===== src/rtl/boot_pkg.sv =====
// rtl/boot_pkg.sv - shared types and constants for the boot loader (optional BOOT_LOADER_CHECKSUM_EN adds ST_CSUM)
package boot_pkg;

    localparam int COUNT_W            = 16;
    localparam int WORD_BYTES         = 4;
    localparam int DEF_RELEASE_CYCLES = 4;

    typedef enum logic [2:0] {
        ST_CNT_HI  = 3'd0,
        ST_CNT_LO  = 3'd1,
        ST_LOAD    = 3'd2,
        ST_RELEASE = 3'd3,
        ST_RUN     = 3'd4,
        ST_ERR     = 3'd5
`ifdef BOOT_LOADER_CHECKSUM_EN
        ,
        ST_CSUM    = 3'd6
`endif
    } state_t;

    // States in which the loader is willing to take a byte from the stream.
    function automatic logic accepts_bytes(input state_t s);
        logic w_acc;
        w_acc = (s == ST_CNT_HI) || (s == ST_CNT_LO) || (s == ST_LOAD);
`ifdef BOOT_LOADER_CHECKSUM_EN
        w_acc = w_acc || (s == ST_CSUM);
`endif
        return w_acc;
    endfunction

endpackage


===== src/rtl/boot_word_asm.sv =====
// rtl/boot_word_asm.sv - big-endian byte-to-word assembler with one-cycle word_valid pulse
module boot_word_asm
    import boot_pkg::*;
(
    input  logic        i_clk,
    input  logic        i_rst,
    input  logic        i_byte_valid,
    input  logic [7:0]  i_byte,
    output logic        o_last_byte,
    output logic        o_word_valid,
    output logic [31:0] o_word
);

    logic [1:0]  r_byte_cnt;
    logic [23:0] r_shift;
    logic [31:0] r_word;
    logic        r_word_valid;
    logic        w_last_byte;

    assign w_last_byte  = i_byte_valid && (r_byte_cnt == 2'(WORD_BYTES - 1));
    assign o_last_byte  = w_last_byte;
    assign o_word_valid = r_word_valid;
    assign o_word       = r_word;

    // Shift bytes in MSB-first; the finished word is latched separately so the
    // next word's bytes never disturb the value being written.
    always_ff @(posedge i_clk) begin
        if (i_rst) begin
            r_byte_cnt   <= '0;
            r_shift      <= '0;
            r_word       <= '0;
            r_word_valid <= 1'b0;
        end else begin
            r_word_valid <= w_last_byte;
            if (i_byte_valid) begin
                r_byte_cnt <= r_byte_cnt + 2'd1;
                r_shift    <= {r_shift[15:0], i_byte};
            end
            if (w_last_byte) begin
                r_word <= {r_shift, i_byte};
            end
        end
    end

endmodule


===== src/rtl/boot_loader.sv =====
// rtl/boot_loader.sv - streams a program image into instruction ROM then releases CPU reset (option: BOOT_LOADER_CHECKSUM_EN)
module boot_loader
    import boot_pkg::*;
#(
    parameter int ADDR_W         = 10,
    parameter int RELEASE_CYCLES = DEF_RELEASE_CYCLES
) (
    input  logic              i_clk,
    input  logic              i_rst,
    input  logic              i_rx_valid,
    input  logic [7:0]        i_rx_data,
    output logic              o_rx_ready,
    output logic              o_rom_we,
    output logic [ADDR_W-1:0] o_rom_addr,
    output logic [31:0]       o_rom_wdata,
    output logic              o_cpu_rst,
    output logic              o_load_done,
    output logic              o_load_err
);

    localparam logic [COUNT_W:0] CAPACITY = (COUNT_W + 1)'(1) << ADDR_W;
    localparam logic [31:0]      REL_LAST = 32'(RELEASE_CYCLES - 1);
    // The cycle that finishes the image counts as the first release cycle, so a
    // single-cycle release skips the RELEASE state entirely.
    localparam state_t REL_ENTRY = (RELEASE_CYCLES == 1) ? ST_RUN : ST_RELEASE;

    state_t              r_state;
    state_t              w_state_next;
    logic                r_rx_ready;
    logic                w_rx_ready_next;
    logic [7:0]          r_cnt_hi;
    logic [COUNT_W-1:0]  r_count;
    logic [ADDR_W-1:0]   r_rom_addr;
    logic [31:0]         r_rel_cnt;

    logic                w_xfer;
    logic [COUNT_W-1:0]  w_count_in;
    logic                w_too_big;
    logic [COUNT_W-1:0]  w_addr_ext;
    logic                w_last_word;
    logic                w_asm_valid;
    logic                w_last_byte;
    logic                w_rom_we;
    logic [31:0]         w_rom_wdata;

`ifdef BOOT_LOADER_CHECKSUM_EN
    logic [7:0]          r_csum;
`endif

    assign w_xfer      = i_rx_valid && r_rx_ready;
    assign w_count_in  = {r_cnt_hi, i_rx_data};
    assign w_too_big   = {1'b0, w_count_in} > CAPACITY;
    assign w_addr_ext  = COUNT_W'(r_rom_addr);
    assign w_last_word = (w_addr_ext == (r_count - COUNT_W'(1)));
    assign w_asm_valid = w_xfer && (r_state == ST_LOAD);

    boot_word_asm u_word_asm (
        .i_clk        (i_clk),
        .i_rst        (i_rst),
        .i_byte_valid (w_asm_valid),
        .i_byte       (i_rx_data),
        .o_last_byte  (w_last_byte),
        .o_word_valid (w_rom_we),
        .o_word       (w_rom_wdata)
    );

    // State register.
    always_ff @(posedge i_clk) begin
        if (i_rst) begin
            r_state <= ST_CNT_HI;
        end else begin
            r_state <= w_state_next;
        end
    end

    // Next-state decode.
    always_comb begin
        w_state_next = r_state;
        case (r_state)
            ST_CNT_HI: begin
                if (w_xfer) w_state_next = ST_CNT_LO;
            end
            ST_CNT_LO: begin
                if (w_xfer) begin
                    if (w_too_big) begin
                        w_state_next = ST_ERR;
                    end else if (w_count_in == '0) begin
`ifdef BOOT_LOADER_CHECKSUM_EN
                        w_state_next = ST_CSUM;
`else
                        w_state_next = REL_ENTRY;
`endif
                    end else begin
                        w_state_next = ST_LOAD;
                    end
                end
            end
            ST_LOAD: begin
`ifdef BOOT_LOADER_CHECKSUM_EN
                if (w_last_byte && w_last_word) w_state_next = ST_CSUM;
`else
                if (w_rom_we && w_last_word) w_state_next = REL_ENTRY;
`endif
            end
`ifdef BOOT_LOADER_CHECKSUM_EN
            ST_CSUM: begin
                if (w_xfer) w_state_next = (i_rx_data == r_csum) ? REL_ENTRY : ST_ERR;
            end
`endif
            ST_RELEASE: begin
                if (r_rel_cnt == REL_LAST) w_state_next = ST_RUN;
            end
            ST_RUN:  w_state_next = ST_RUN;
            ST_ERR:  w_state_next = ST_ERR;
            default: w_state_next = ST_ERR;
        endcase
    end

    // Output decode: ready for the next cycle plus the state-driven status lines.
    always_comb begin
        w_rx_ready_next = accepts_bytes(w_state_next);
`ifndef BOOT_LOADER_CHECKSUM_EN
        // Nothing follows the final word, so stop taking bytes during its strobe.
        if ((r_state == ST_LOAD) && w_last_byte && w_last_word) w_rx_ready_next = 1'b0;
`endif
        o_cpu_rst   = (r_state != ST_RUN);
        o_load_done = (r_state == ST_RUN);
        o_load_err  = (r_state == ST_ERR);
    end

    // Count capture, ROM address stepping, release timer and running checksum.
    always_ff @(posedge i_clk) begin
        if (i_rst) begin
            r_rx_ready <= 1'b0;
            r_cnt_hi   <= '0;
            r_count    <= '0;
            r_rom_addr <= '0;
            r_rel_cnt  <= 32'd1;
`ifdef BOOT_LOADER_CHECKSUM_EN
            r_csum     <= '0;
`endif
        end else begin
            r_rx_ready <= w_rx_ready_next;
            if (w_xfer && (r_state == ST_CNT_HI)) r_cnt_hi <= i_rx_data;
            if (w_xfer && (r_state == ST_CNT_LO)) r_count  <= w_count_in;
            if (w_rom_we) r_rom_addr <= r_rom_addr + ADDR_W'(1);
            r_rel_cnt <= (r_state == ST_RELEASE) ? r_rel_cnt + 32'd1 : 32'd1;
`ifdef BOOT_LOADER_CHECKSUM_EN
            if (w_xfer && ((r_state == ST_CNT_HI) || (r_state == ST_CNT_LO) || (r_state == ST_LOAD)))
                r_csum <= r_csum ^ i_rx_data;
`endif
        end
    end

    assign o_rx_ready  = r_rx_ready;
    assign o_rom_we    = w_rom_we;
    assign o_rom_addr  = r_rom_addr;
    assign o_rom_wdata = w_rom_wdata;

endmodule

===== config.mk =====
export PLATFORM = sky130hd
export DESIGN_NAME = boot_loader
export DESIGN_NICKNAME = d
export VERILOG_FILES = /design/src/rtl/boot_pkg.sv /design/src/rtl/boot_word_asm.sv /design/src/rtl/boot_loader.sv
export SDC_FILE = /design/constraint.sdc
export NUM_CORES = 1
export LEC_CHECK = 0
export CORE_MARGIN = 10
export CORE_UTILIZATION = 30
export CTS_CLUSTER_SIZE = 16
export DETAILED_ROUTE_END_ITERATION = 16
export SLEW_MARGIN = 25
export SYNTH_ARGS = -nofsm -noshare
export SYNTH_HDL_FRONTEND = slang
export SYNTH_SLANG_ARGS = --single-unit

===== constraint.sdc =====
create_clock -name i_clk -period 3.1 [get_ports i_clk]
set_input_delay 0.62 -clock i_clk [delete_from_list [all_inputs] [get_ports i_clk]]
set_output_delay 0.62 -clock i_clk [all_outputs]
set_load 0.1 [all_outputs]

[Yosys cells after proc, flatten, opt, wreduce, memory -nomap -nowiden]
Cells that the tools add are included.
Operators by class
  div/mod/pow operators: 0
  $lt $le $gt $ge: 1
  add/subtract/negate cells: 4
  shifts and indexed selects: 0
  mux-type cells: 7
  $mul: 0
  reductions and logical operators: 15
  bitwise logic cells: 1
  equal/unequal tests: 11
Operators by type and width (number)
  adder 32 x 1 -> 32 bit, second input constant: 1
  equality test 32 x 2 -> 1 bit, second input constant: 1
  equality test 10 x 16 -> 1 bit: 1
  greater-than comparator 16 x 11 -> 1 bit, second input constant: 1
  zero test 16 bit: 1
  subtractor 16 x 1 -> 16 bit, second input constant: 1
  two-way mux 3 bit: 5
  one-hot mux 3 bit (5 select lines): 1
  adder 10 x 1 -> 10 bit, second input constant: 1
  equality test 3 x 2 -> 1 bit, second input constant: 3
  logical AND 1 bit: 8
  equality test 3 x 1 -> 1 bit, second input constant: 2
  equality test 3 bit, second input constant: 2
  zero test 3 bit: 2
  OR reduction 2 bit: 2
  inequality test 3 bit, second input constant: 1
  adder 2 x 1 -> 2 bit, second input constant: 1
  equality test 2 bit, second input constant: 1
  logical OR 1 bit: 2
  two-way mux 1 bit: 1
  inverter 1 bit: 1
Word-level totals
  ROM bits: 0
  bits of input ports: 11
  bits in writable memories: 0
  register bits: 129
  memories kept: 0
  latch bits: 0

[Depth between registers and ports, before layout]
Gate-level depths: netlist of the first run.
  depth after elaboration: 8
  mapped depth: 10

[By module]
A second synthesis of the first run with hierarchy kept.
Unflattened totals
  cell total of the unflattened synthesis: 623
  area, all modules: 5915.7 µm²
Modules (own cells, without submodules)
  boot_loader: area each 3467.1 µm², cells an instance 389, instances 1
  boot_word_asm: area each 2448.6 µm², cells an instance 234, instances 1

[Worst setup path before layout of the first run]
Ideal clock, no wire load.
  kind: register to output
  start: register r_state[0]
  end: output port o_load_done
  cell stages (with the launch flop): 5
  arrival time: 2.387 ns
  path slack: 0.093 ns
  cells stage by stage: dfxtp_1 -> clkbuf_1 -> nor2_1 -> nand2_1 -> inv_1
On the way
  longest elaborated chain between the ends: 1
Ends and longest elaborated chain
  from (decl): RTL line boot_loader.sv:27  | state_t r_state;
  from (signal assigned): RTL line boot_loader.sv:72  | r_state <= w_state_next;
  equality test 3 bit: RTL line boot_loader.sv:127  | o_load_done = (r_state == ST_RUN);
  to (decl): RTL line boot_loader.sv:17  | output logic o_load_done,
No other way between the ends.

[Worst setup path in the final report of the first run]
Same ends and word-level chain as after synthesis.

==> impl_results.md, run 1 <==
- Status: finished, final reports clean
- Inserted Diodes: 0
- Remaining antenna violation count: 0
- Number of synthesized register bits: 129
- Vias per cell: 4.946
- Final setup vio count: 0
- Worst Tran Pin Value: a little under 1 ns
- Fmax: 375.0 MHz
- Syn Nets: 717
- Post-route setup TNS: 0 ns
- Ranking of synthesized cells by area: dfxtp_1, nand2_1, a21oi_1, xor2_1, nor2_1
- DIE WIDTH: 156.3 microns
- Die Area: 0.02443 sq mm
- Design area: 0.006793 sq mm
- Min Tclk post-route: ~2.7 ns
- Setup Buffers After CTS: 0
- Power per cell area: roughly 550 mW/mm^2
- Core Footprint: 0.01815 sq mm
- Routed wire length: 14.14 mm
- Min-Delay Path Class: reg -> reg
- Area grow syn2layout: 21.89%
- Final Skew: 0.01063 ns
- Area of the multi-input gates: approximately 0.0028 sq mm
- First-pass GRT wire length: 23.27 mm
- Clock tree buffer depth: 2
- Die Y: between 150 and 200 microns
- DR iter-0 viols: 380
- CTS resizes: 0
- Wire per inst: 14.31 microns
- CTS HTree Levels: 4
- RSZ-0062 raised after global routing: no
- CTS buffer count: 17
- Antenna violations before repair: 0
- Fillers: 1864
- TritonCTS clock tree: yes
- Count leader, synth: nand2_1
- Via count: 4887
- Synthesized instance count: 702
- Row count: 49
- Dpl cell area: 0.006236 sq mm
- Max IR drop VDD: 373.8 uV
- Most frequent cells after synthesis: nand2_1, dfxtp_1, a21oi_1, nor2_1, clkbuf_1
- Async set or reset register ratio after synthesis: 0%
- CTS Hold Bufs: 0
- Post-route DRC: 0
- Yosys warnings: 0
- TritonRoute pass-1 iters: 4
- Clock Sinks: 129
- Layout Nets: approximately 760
- Layout cells sized above 1: a little over an eighth
- Arrival time at the worst endpoint: approximately 2.1 ns
- Sequential cell area: around 0.0026 sq mm
- Fin. max-slew vios: 0
- Starting density of the core: 30.71%
- Mapped Avg Cell Area: 7.939 sq um
- Worst Setup Start Kind: register
- Post-synth cell types: 50
- Area of the mapped netlist: between 0.005 and 0.006 sq mm
- Worst Path Required: about 2.5 ns
- Post-synth top area cell: dfxtp_1
- Pleak: about 2.4 nW
- Seq/Total Area, Yosys: 46.34%
- Crit path kind: reg -> out
- Clock Latency Late Sink: 0.42 ns
- Post-synth EDFFs: 0
- Tcrit/Tclk final: 86.03%
- Max Cap Viol: 0
- Area fraction of the dominant cell type after synthesis: 46.34%
- Post-DP HPWL: 9.605 mm
- Largest net degree at the start of global routing: roughly 100
- Crit. End Element: output port
- Ports: 58
- Synth Flop Type: dfxtp_1
- GRT overflow: 0
- CTS clk-pin slew, worst paths: about 0.06 ns
- Total power: between 3 and 4 mW
- Global placer's final weighted congestion: 0.8431
- Fin. Hold Viols: 0
- Slew headroom: between 30% and 40%
- IO buf count: 57
- Global Route Usage Sum: about 12%
- Vias in the first global route: 4643
- Root buf cell: clkbuf_16
- Crit Path Max Fanout: 12
## metal layers
metal	GRT usage, %	up-vias	share of wire (%)
met5	0	-	0
met4	4.045	0	0.73
met3	3.564	5	4.0
met2	17.26	89	46
met1	15.52	2277	49
li1	-	2516	-
## where the power goes
group / switching (mW) / leakage, nW / internal [mW]
combinational: 0.108 / 1.05 / 0.0626
sequential: 0.0205 / 1.04 / 1.67
clock: 0.802 / 0.279 / 1.07
## stage by stage
stage	util, %	hold WS [ns]	instances	setup slack [ns]
2_1_floorplan	-	0.3756	702	0.09306
3_3_place_gp	34.36	0.3892	956	0.4818
3_5_place_dp	34.36	0.3927	956	0.3892
4_1_cts	37.43	0.4070	988	0.3928
5_1_grt	37.43	0.4158	988	0.2864
6_report	37.43	0.4047	988	0.4330
## placed cells by master (no fill, tap or decap), types with 3 or more instances in the layout
cell type / n
a2111oi_0: 3
a21oi_1: 91
a31oi_1: 4
and3_1: 6
and3b_1: 3
and4_1: 3
buf_4: 59
clkbuf_16: 17
clkdlybuf4s50_1: 9
clkinv_4: 4
dfxtp_1: 129
ha_1: 4
inv_1: 8
inv_6: 7
nand2_1: 164
nand2b_1: 4
nand3_1: 27
nand4_1: 13
nor2_1: 48
nor3_1: 13
nor4_1: 15
nor4b_1: 4
o21ai_0: 25
or2_2: 4
or3_1: 11
or4_1: 5
xnor2_1: 18
xor2_1: 22
## registers in the layout, summed over array words and instances, names as in the netlist
register / cells
r_cnt_hi: 8
u_word_asm.o_word: 32
r_rel_cnt: 32
r_state: 3
r_count: 16
u_word_asm.o_word_valid: 1
o_rx_ready: 1
u_word_asm.r_byte_cnt: 2
u_word_asm.r_shift: 24
o_rom_addr: 10
## logic make-up after synthesis
logic type / after synthesis / share of synthesized area [%]
AND/OR/NAND/NOR: 335 / 28.20
AO/OA/AOI/OAI: 139 / 14.03
flip-flops: 129 / 46.34
buffers and inverters: 53 / 3.884
XOR/XNOR: 40 / 6.286
adder cells (fa/ha/maj): 4 / 0.8981
multiplexers: 2 / 0.3592
## area by class of cell
| type | count | area share (%) |
|---|---|---|
| well taps | 229 | 4.218 |
| inverters | 8 | 0.4421 |
| multi-input cells | 520 | 40.91 |
| flip-flops and latches | 129 | 38.02 |
| clock buffers | 18 | 6.465 |
| repair buffers | 70 | 8.215 |
| clock inverters | 14 | 1.731 |
## worst max-delay path, stage by stage, from the launching register on
cell and delay (ns):
dfxtp_1 0.44, nor2_1 0.58, nand2_1 0.22, inv_1 0.19, buf_12 0.20
## path summary, 6_finish.rpt
kind                start      endpoint  slack (ns)  cells past startpoint
min reg2reg  r_rel_cnt[0]  r_rel_cnt[0]        0.40                      1
max            r_state[0]   o_load_done        0.43                      4
min          r_rel_cnt[0]  r_rel_cnt[0]        0.40                      1
max reg2reg    r_count[0]    r_state[0]        0.56                      8
Note: power is estimated with default switching activity, not from simulation.
==> run 2, diff against run 1 <==
--- a/config.mk
+++ b/config.mk
@@ -5,11 +5,11 @@
 export SDC_FILE = /design/constraint.sdc
 export NUM_CORES = 1
 export LEC_CHECK = 0
+export CAP_MARGIN = 20
 export CORE_MARGIN = 10
 export CORE_UTILIZATION = 30
-export CTS_CLUSTER_SIZE = 16
 export DETAILED_ROUTE_END_ITERATION = 16
-export SLEW_MARGIN = 25
+export SLEW_MARGIN = 30
 export SYNTH_ARGS = -nofsm -noshare
 export SYNTH_HDL_FRONTEND = slang
 export SYNTH_SLANG_ARGS = --single-unit
==> run 2 against run 1 <==
  * Critical path depth unchanged
  * Critical endpoint unchanged
  * Final cell count unchanged
  * Utilization about the same
  * Register-to-register slack about the same
  * Critical path type unchanged
  * Flip-flop and latch count unchanged
  * Worst hold slack about the same
  * Fmax down 0.53%
  * Sequential power about the same
  * Largest cell class unchanged
==> impl_results.md, run 2 (synthesis results as in run 1) <==
- Tcrit/Tclk final: 86.49% (+0.46 points)
- Wire per inst: 14.31 microns (about the same)
- TritonCTS clock tree: yes
- R2R depth: 8 (unchanged)
- GRT overflow: 0 (unchanged)
- CTS HTree Levels: 4 (unchanged)
- Post-route DRC: 0 (unchanged)
- Starting density of the core: 30.71% (unchanged)
- CTS clk-pin slew, worst paths: 0.06 ns (about the same)
- Worst hold stages: 1 (unchanged)
- Clock Sinks: 129 (unchanged)
- Buf/Inv on CP: 2 (unchanged)
- TritonRoute pass-1 iters: 5 (+1)
- Fin. Hold Viols: 0 (unchanged)
- Inserted Diodes: 0 (unchanged)
- Pleak: 2.372 nW (about the same)
- Crit Path Max Fanout: 12 (unchanged)
- CTS buffer count: 17 (unchanged)
- Clk pwr share: 50.1% (about the same)
- Core Footprint: 0.01815 sq mm (unchanged)
- Routed wire length: 14.14 mm (about the same)
- Sequential share of power: 45.3% (about the same)
- Vias per cell: 4.948 (about the same)
- Slew headroom: 40.76% (+6.9 points)
- Internal power: 2.801 mW (about the same)
- Crit. End Element: output port
- Commonest non-fill, non-tap cell in the layout: nand2_1
- Clock Latency Late Sink: 0.42 ns (about the same)
- Final Skew: 0.01358 ns (+0.002954 ns)
- Die Area: 0.02443 sq mm (unchanged)
- Reg-to-reg endpoint: r_state[0]
- Most frequent cells in the layout: nand2_1, dfxtp_1, a21oi_1, buf_4, nor2_1
- Min-Delay Path Class: reg -> reg
- Worst flop-to-flop path startpoint: r_count[0]
- DIE WIDTH: 156.3 microns (unchanged)
- Ports: 58 (unchanged)
- Hold Slack: 0.4046 ns (-0.0001490 ns)
- Worst Path Required: 2.48 ns (about the same)
- Largest net degree at the start of global routing: 98 (unchanged)
- Worst Tran Pin Value: 0.8885 ns (-0.1031 ns)
- FF-to-FF setup slack: 0.57 ns (about the same)
- DR iter-0 viols: 353 (-7.1%)
- Final setup vio count: 0 (unchanged)
- Worst Setup Start Kind: register
- IO buf count: 57 (unchanged)
- Slowest stage cell, crit path: nor2_1
- Combinational power share: 4.6% (about the same)
- Arrival time at the worst endpoint: 2.06 ns (about the same)
- Antenna violations before repair: 0 (unchanged)
- Layout cells sized above 1: 13.70% (unchanged)
- Setup Buffers After CTS: 0 (unchanged)
- Min Tclk post-route: 2.681 ns (+0.01420 ns)
- Post-route setup TNS: 0 ns (unchanged)
- Root buf cell: clkbuf_16
- Remaining antenna violation count: 0 (unchanged)
- First-pass GRT wire length: 23.27 mm (unchanged)
- Max IR drop VDD: 388.4 uV (+3.9%)
- CTS Hold Bufs: 0 (unchanged)
- RSZ-0062 raised after global routing: no
- Row count: 49 (unchanged)
- Vias in the first global route: 4643 (unchanged)
- Switching pwr: 933.3 uW (+0.25%)
- Critical path's top delay family: simple AND/OR/NAND/NOR gates
- CTS resizes: 0 (unchanged)
- Area grow syn2layout: 21.96% (about the same)
- Crit path kind: reg -> out
- Fin. max-slew vios: 0 (unchanged)
- Critical-path cell list: nor2_1, nand2_1, inv_1, buf_12
- Power per cell area: 549.5 mW/mm^2 (about the same)
- Layout Nets: 761 (unchanged)
- Global Route Usage Sum: 11.60% (unchanged)
- Post-DP HPWL: 9.605 mm (unchanged)
- Post-layout util: 37.45% (about the same)
- Global placer's final weighted congestion: 0.8431 (unchanged)
- Die Y: 156.3 microns (unchanged)
- Status: finished, final reports clean
- Max Cap Viol: 0 (unchanged)
- Hold Path End: r_rel_cnt[0]
- Switching share of power: 24.99% (+0.047 points)
- Via count: 4889 (+0.041%)
- Fmax: 373.0 MHz (-0.53%)
- Hold Path Origin: r_rel_cnt[0]
- Clock tree buffer depth: 2 (unchanged)
- Crit-path max cell delay: 0.59 ns (about the same)
- Total power: 3.735 mW (about the same)
run 2: changes by cell type in the layout (fill, tap and decap cells not counted):
cell	change
buf_4	-1
buf_6	+1
run 2: how the worst max path moves through the flow:
| stage | start | endpoint | slack, ns | depth (start not counted) |
|---|---|---|---|---|
| 6_report | r_state[0] | o_load_done | 0.42 | 4 |
| 5_1_grt | r_state[0] | o_load_done | 0.29 | 4 |
| 3_5_place_dp | i_rx_data[1] | o_rx_ready | 0.39 | 7 |
| 2_1_floorplan | r_state[0] | o_load_done | 0.09 | 4 |
| 4_1_cts | r_state[0] | o_load_done | 0.39 | 4 |
| 3_3_place_gp | i_rx_data[0] | o_rx_ready | 0.48 | 7 |
run 2: routing by layer:
layer  global-route usage [%]  up-vias  share of wire [%]
met5                        0        -                  0
met4                    4.045        0                1.1
met3                    3.564        8                4.6
met2                    17.26       98                 45
met1                    15.52     2273                 50
li1                         -     2510                  -
run 2: metrics by stage:
| step | area, sq um | worst slack [ns] | std cells |
|---|---|---|---|
| final | 6797 | 0.4188 | 988 |
| after detailed placement | 6236 | 0.3892 | 956 |
| after CTS | 6793 | 0.3928 | 988 |
| after floorplan | 5573 | 0.09306 | 702 |
| after global routing | 6797 | 0.2864 | 988 |
| after global placement | 6236 | 0.4818 | 956 |
run 2: area by class of cell:
type / count / area [sq um]
clock buffer: 18 / 439.2
multi-input combinational: 520 / 2779
sequential: 129 / 2582
fill: 1864 / 11350
timing repair buffer: 70 / 561.8
inverter: 8 / 30.03
clock inverter: 14 / 117.6
tap: 229 / 286.5
run 2: power by group through the flow:
stage | Combinational (mW) | Clock (mW) | Sequential [mW]
2_1_floorplan | 0.113 | 0 | 1.72
3_3_place_gp | 0.170 | 0 | 1.73
3_5_place_dp | 0.171 | 0 | 1.73
4_1_cts | 0.172 | 1.92 | 1.69
5_1_grt | 0.189 | 1.99 | 1.69
6_report | 0.172 | 1.87 | 1.69
==> run 3, diff against run 2 <==
--- a/config.mk
+++ b/config.mk
@@ -12,4 +12,5 @@
 export SLEW_MARGIN = 30
 export SYNTH_ARGS = -nofsm -noshare
 export SYNTH_HDL_FRONTEND = slang
+export SYNTH_HIERARCHICAL = 1
 export SYNTH_SLANG_ARGS = --single-unit
==> run 3 against run 2 <==
  * Clock power rose by 12%
  * Critical endpoint is now o_rx_ready
  * Worst setup slack improved by 0.27 ns
  * Fmax rose by 11%
  * Synthesized area rose by 6.2%
  * First-iteration DRC count fell by 26%
  * Sequential share of layout area fell by 2.0 points
  * Non-clock buffer count fell by 3
==> impl_results.md, run 3 <==
- Synth Flop Type: dfxtp_1
- Vias per cell: 4.717 (-4.7%)
- Via count: 4472 (-8.5%)
- Seq/Total Area, Yosys: 43.65% (-2.7 points)
- CTS clk-pin slew, worst paths: 0.06 ns (about the same)
- DR iter-0 viols: 261 (-26%)
- Post-route DRC: 0 (unchanged)
- Post-DP HPWL: 9.220 mm (-4.0%)
- Clock Sinks: 129 (unchanged)
- RSZ-0062 raised after global routing: no
- Arrival time at the worst endpoint: 2.72 ns (+0.66 ns)
- FF-to-FF setup slack: 0.69 ns (+0.12 ns)
- Critical-path cell list: inv_1, ha_1, nor3b_2, nand2_1, o41a_1, nor2_1, a41oi_1, o211a_1
- Ranking of synthesized cells by area: dfxtp_1, mux2i_1, nor2_1, a21bo_1, xor2_1
- Simple-gate share of the synthesized area: 20.79% (-7.4 points)
- Worst Path Required: 3.41 ns (+0.93 ns)
- Die Y: 160.4 microns (+2.6%)
- Fmax: 415.0 MHz (+11%)
- Remaining antenna violation count: 0 (unchanged)
- Vias in the first global route: 4203 (-9.5%)
- CTS HTree Levels: 4 (unchanged)
- TritonCTS clock tree: yes
- Mapped Avg Cell Area: 9.495 sq um (+20%)
- Worst hold stages: 1 (unchanged)
- Area fraction of the dominant cell type after synthesis: 43.65% (-2.7 points)
- IO buf count: 57 (unchanged)
- Max Cap Viol: 0 (unchanged)
- Pleak: 2.668 nW (+12%)
- First-pass GRT wire length: 22.32 mm (-4.1%)
- Reg-to-reg endpoint: o_rx_ready
- Post-route setup TNS: 0 ns (unchanged)
- Crit-path max cell delay: 0.50 ns (-0.09 ns)
- Worst Tran Pin Value: 0.7285 ns (-0.1601 ns)
- Area of the mapped netlist: 0.005916 sq mm (+6.2%)
- Power per cell area: 565.1 mW/mm^2 (+2.8%)
- Fillers: 1940 (+4.1%)
- Final setup vio count: 0 (unchanged)
- Worst Setup Start Kind: register
- Layout Nets: 684 (-10%)
- Fin. Hold Viols: 0 (unchanged)
- Ports: 58 (unchanged)
- CTS resizes: 0 (unchanged)
- Multiplexer share of the synthesized area: 8.629% (+8.3 points)
- Most frequent cells in the layout: dfxtp_1, nor2_1, buf_4, nand3_1, mux2i_1
- Worst flop-to-flop path startpoint: r_count[0]
- Hold Path End: r_rel_cnt[0]
- Commonest non-fill, non-tap cell in the layout: dfxtp_1
- Global Route Usage Sum: 10.51% (-1.1 points)
- Layout cells sized above 1: 18.48% (+4.8 points)
- Starting density of the core: 30.40% (-0.31 points)
- Min-Delay Path Class: reg -> reg
- Post-Synth XOR/XNOR Area: 7.551% (+1.3 points)
- Clock tree buffer depth: 2 (unchanged)
- Status: finished, final reports clean
- Die Area: 0.02574 sq mm (+5.4%)
- Area grow syn2layout: 21.15%
- Async set or reset register ratio after synthesis: 0% (unchanged)
- CTS Hold Bufs: 0 (unchanged)
- Min Tclk post-route: 2.410 ns (-0.2712 ns)
- Crit. End Element: register
- Largest net degree at the start of global routing: 52 (-47%)
- Fin. max-slew vios: 0 (unchanged)
- Main combinational cell family by area after synthesis: simple AND/OR/NAND/NOR gates
- DIE WIDTH: 160.4 microns (+2.6%)
- R2R depth: 8 (unchanged)
- Final Skew: 0.009875 ns (-0.003708 ns)
- Tcrit/Tclk final: 77.74% (-8.7 points)
- Yosys warnings: 6 (+6)
- Global placer's final weighted congestion: 0.7841 (-7.0%)
- Inst Count DP: 915 (-4.3%)
- Non-Filler Instances: 948 (-4.0%)
- GRT overflow: 0 (unchanged)
- CTS buffer count: 17 (unchanged)
- Core Footprint: 0.01946 sq mm (+7.2%)
- Root buf cell: clkbuf_16
- Synthesized instance count: 623 (-11%)
- Wire per inst: 14.20 microns (-0.75%)
- Complex-gate fraction of the synthesized area: 13.28% (-0.75 points)
- Clock Latency Late Sink: 0.42 ns (about the same)
- Syn Nets: 638 (-11%)
- Adder and majority gate portion of the synthesized area: 0.8460% (-0.052 points)
- Slew headroom: 50.99% (+10 points)
- Slowest stage cell, crit path: nor3b_2
- Post-synth EDFFs: 0 (unchanged)
- TritonRoute pass-1 iters: 4 (-1)
- Crit path kind: reg -> reg
- Max IR drop VDD: 308.5 uV (-21%)
- Count leader, synth: dfxtp_1
- Routed wire length: 13.46 mm (-4.8%)
- Hold Path Origin: r_rel_cnt[0]
- Most frequent cells after synthesis: dfxtp_1, nor2_1, mux2i_1, nand3_1
- Antenna violations before repair: 1 (+1)
- Number of synthesized register bits: 129 (unchanged)
- Setup Buffers After CTS: 0 (unchanged)
- Crit Path Max Fanout: 7 (-5)
- Row count: 51 (+4.1%)
- Post-synth top area cell: dfxtp_1
- Post-synth cell types: 56 (+12%)
-- run 3: changes by cell type after synthesis, moves of 12 or more --
cell and change:
o21ai_0 -20, nand2_1 -143, mux2i_1 +49, buf_2 +12
nor2_1 +48, clkbuf_1 -31, nand3_1 +24, a21oi_2 +18
a21bo_1 +32, a21oi_1 -69
-- run 3: cells by family (layout without fill, tap and decap cells) --
| family | Yosys count | after routing |
|---|---|---|
| AND/OR/NAND/NOR | 244 | 244 |
| flip-flops | 129 | 129 |
| AO/OA/AOI/OAI | 93 | 93 |
| XOR/XNOR | 51 | 51 |
| multiplexers | 51 | 51 |
| buffers and inverters | 51 | 110 |
| adder cells (fa/ha/maj) | 4 | 4 |
| other | 0 | 1 |
-- run 3: where the power goes --
| group | leakage [nW] | total, mW | switching (mW) | internal, mW |
|---|---|---|---|---|
| combinational | 1.33 | 0.254 | 0.149 | 0.105 |
| sequential | 1.04 | 1.71 | 0.0292 | 1.68 |
| clock | 0.302 | 2.09 | 0.801 | 1.29 |
| total | 2.67 | 4.05 | 0.979 | 3.07 |
-- run 3: critical path, delay by kind of cell (launching register included) --
kind | cells | cell delay (ns)
flip-flops | 1 | 0.38
AND/OR/NAND/NOR | 3 | 0.85
AO/OA/AOI/OAI | 3 | 0.78
buffers and inverters | 1 | 0.09
adder cells (fa/ha/maj) | 1 | 0.19
-- run 3: layer usage --
layer  vias to the layer above  share of wire (%)  global-route usage, %  wire length (microns)
li1                       2293                  -                      -                      -
met1                      2107                 48                  13.50                   6471
met2                        61                 46                  15.99                   6221
met3                        11                4.3                  3.476                    577
met4                         0                1.4                  3.923                    192
met5                         -                  0                      0                      0
-- run 3: worst max path at each step --
stage / slack [ns] / cells after the start / to / from
floorplan: 0.14 / 3 / o_load_done / r_state[2]
global route: 0.50 / 8 / o_rx_ready / r_count[0]
global placement: 0.53 / 7 / o_rx_ready / i_rx_data[2]
CTS: 0.67 / 8 / o_rx_ready / r_count[0]
detailed placement: 0.49 / 7 / o_rx_ready / i_rx_data[2]
finish: 0.69 / 8 / o_rx_ready / r_count[0]
-- run 3: stage by stage --
stage / power [mW] / hold slack [ns] / utilization (%) / setup slack, ns / area, sq um
finish: 4.050 / 0.4119 / 36.82 / 0.6901 / 7167
global route: 4.211 / 0.4372 / 36.81 / 0.4990 / 7164
CTS: 4.106 / 0.4160 / 36.81 / 0.6724 / 7164
detailed placement: 1.997 / 0.4023 / 33.62 / 0.4934 / 6543
global placement: 1.997 / 0.3995 / 33.62 / 0.5270 / 6543
floorplan: 1.933 / 0.3848 / - / 0.1358 / 5921
-- run 3: cell type report --
type | instances | area (sq um) | area share [%]
Inverter | 11 | 41.29 | 0.5761
Tap cell | 265 | 331.6 | 4.626
Sequential cell | 129 | 2582 | 36.03
Clock inverter | 15 | 196.4 | 2.741
Antenna cell | 1 | 2.502 | 0.03492
Timing Repair Buffer | 67 | 550.5 | 7.682
Multi-Input combinational cell | 443 | 3037 | 42.37
Clock buffer | 17 | 425.4 | 5.936
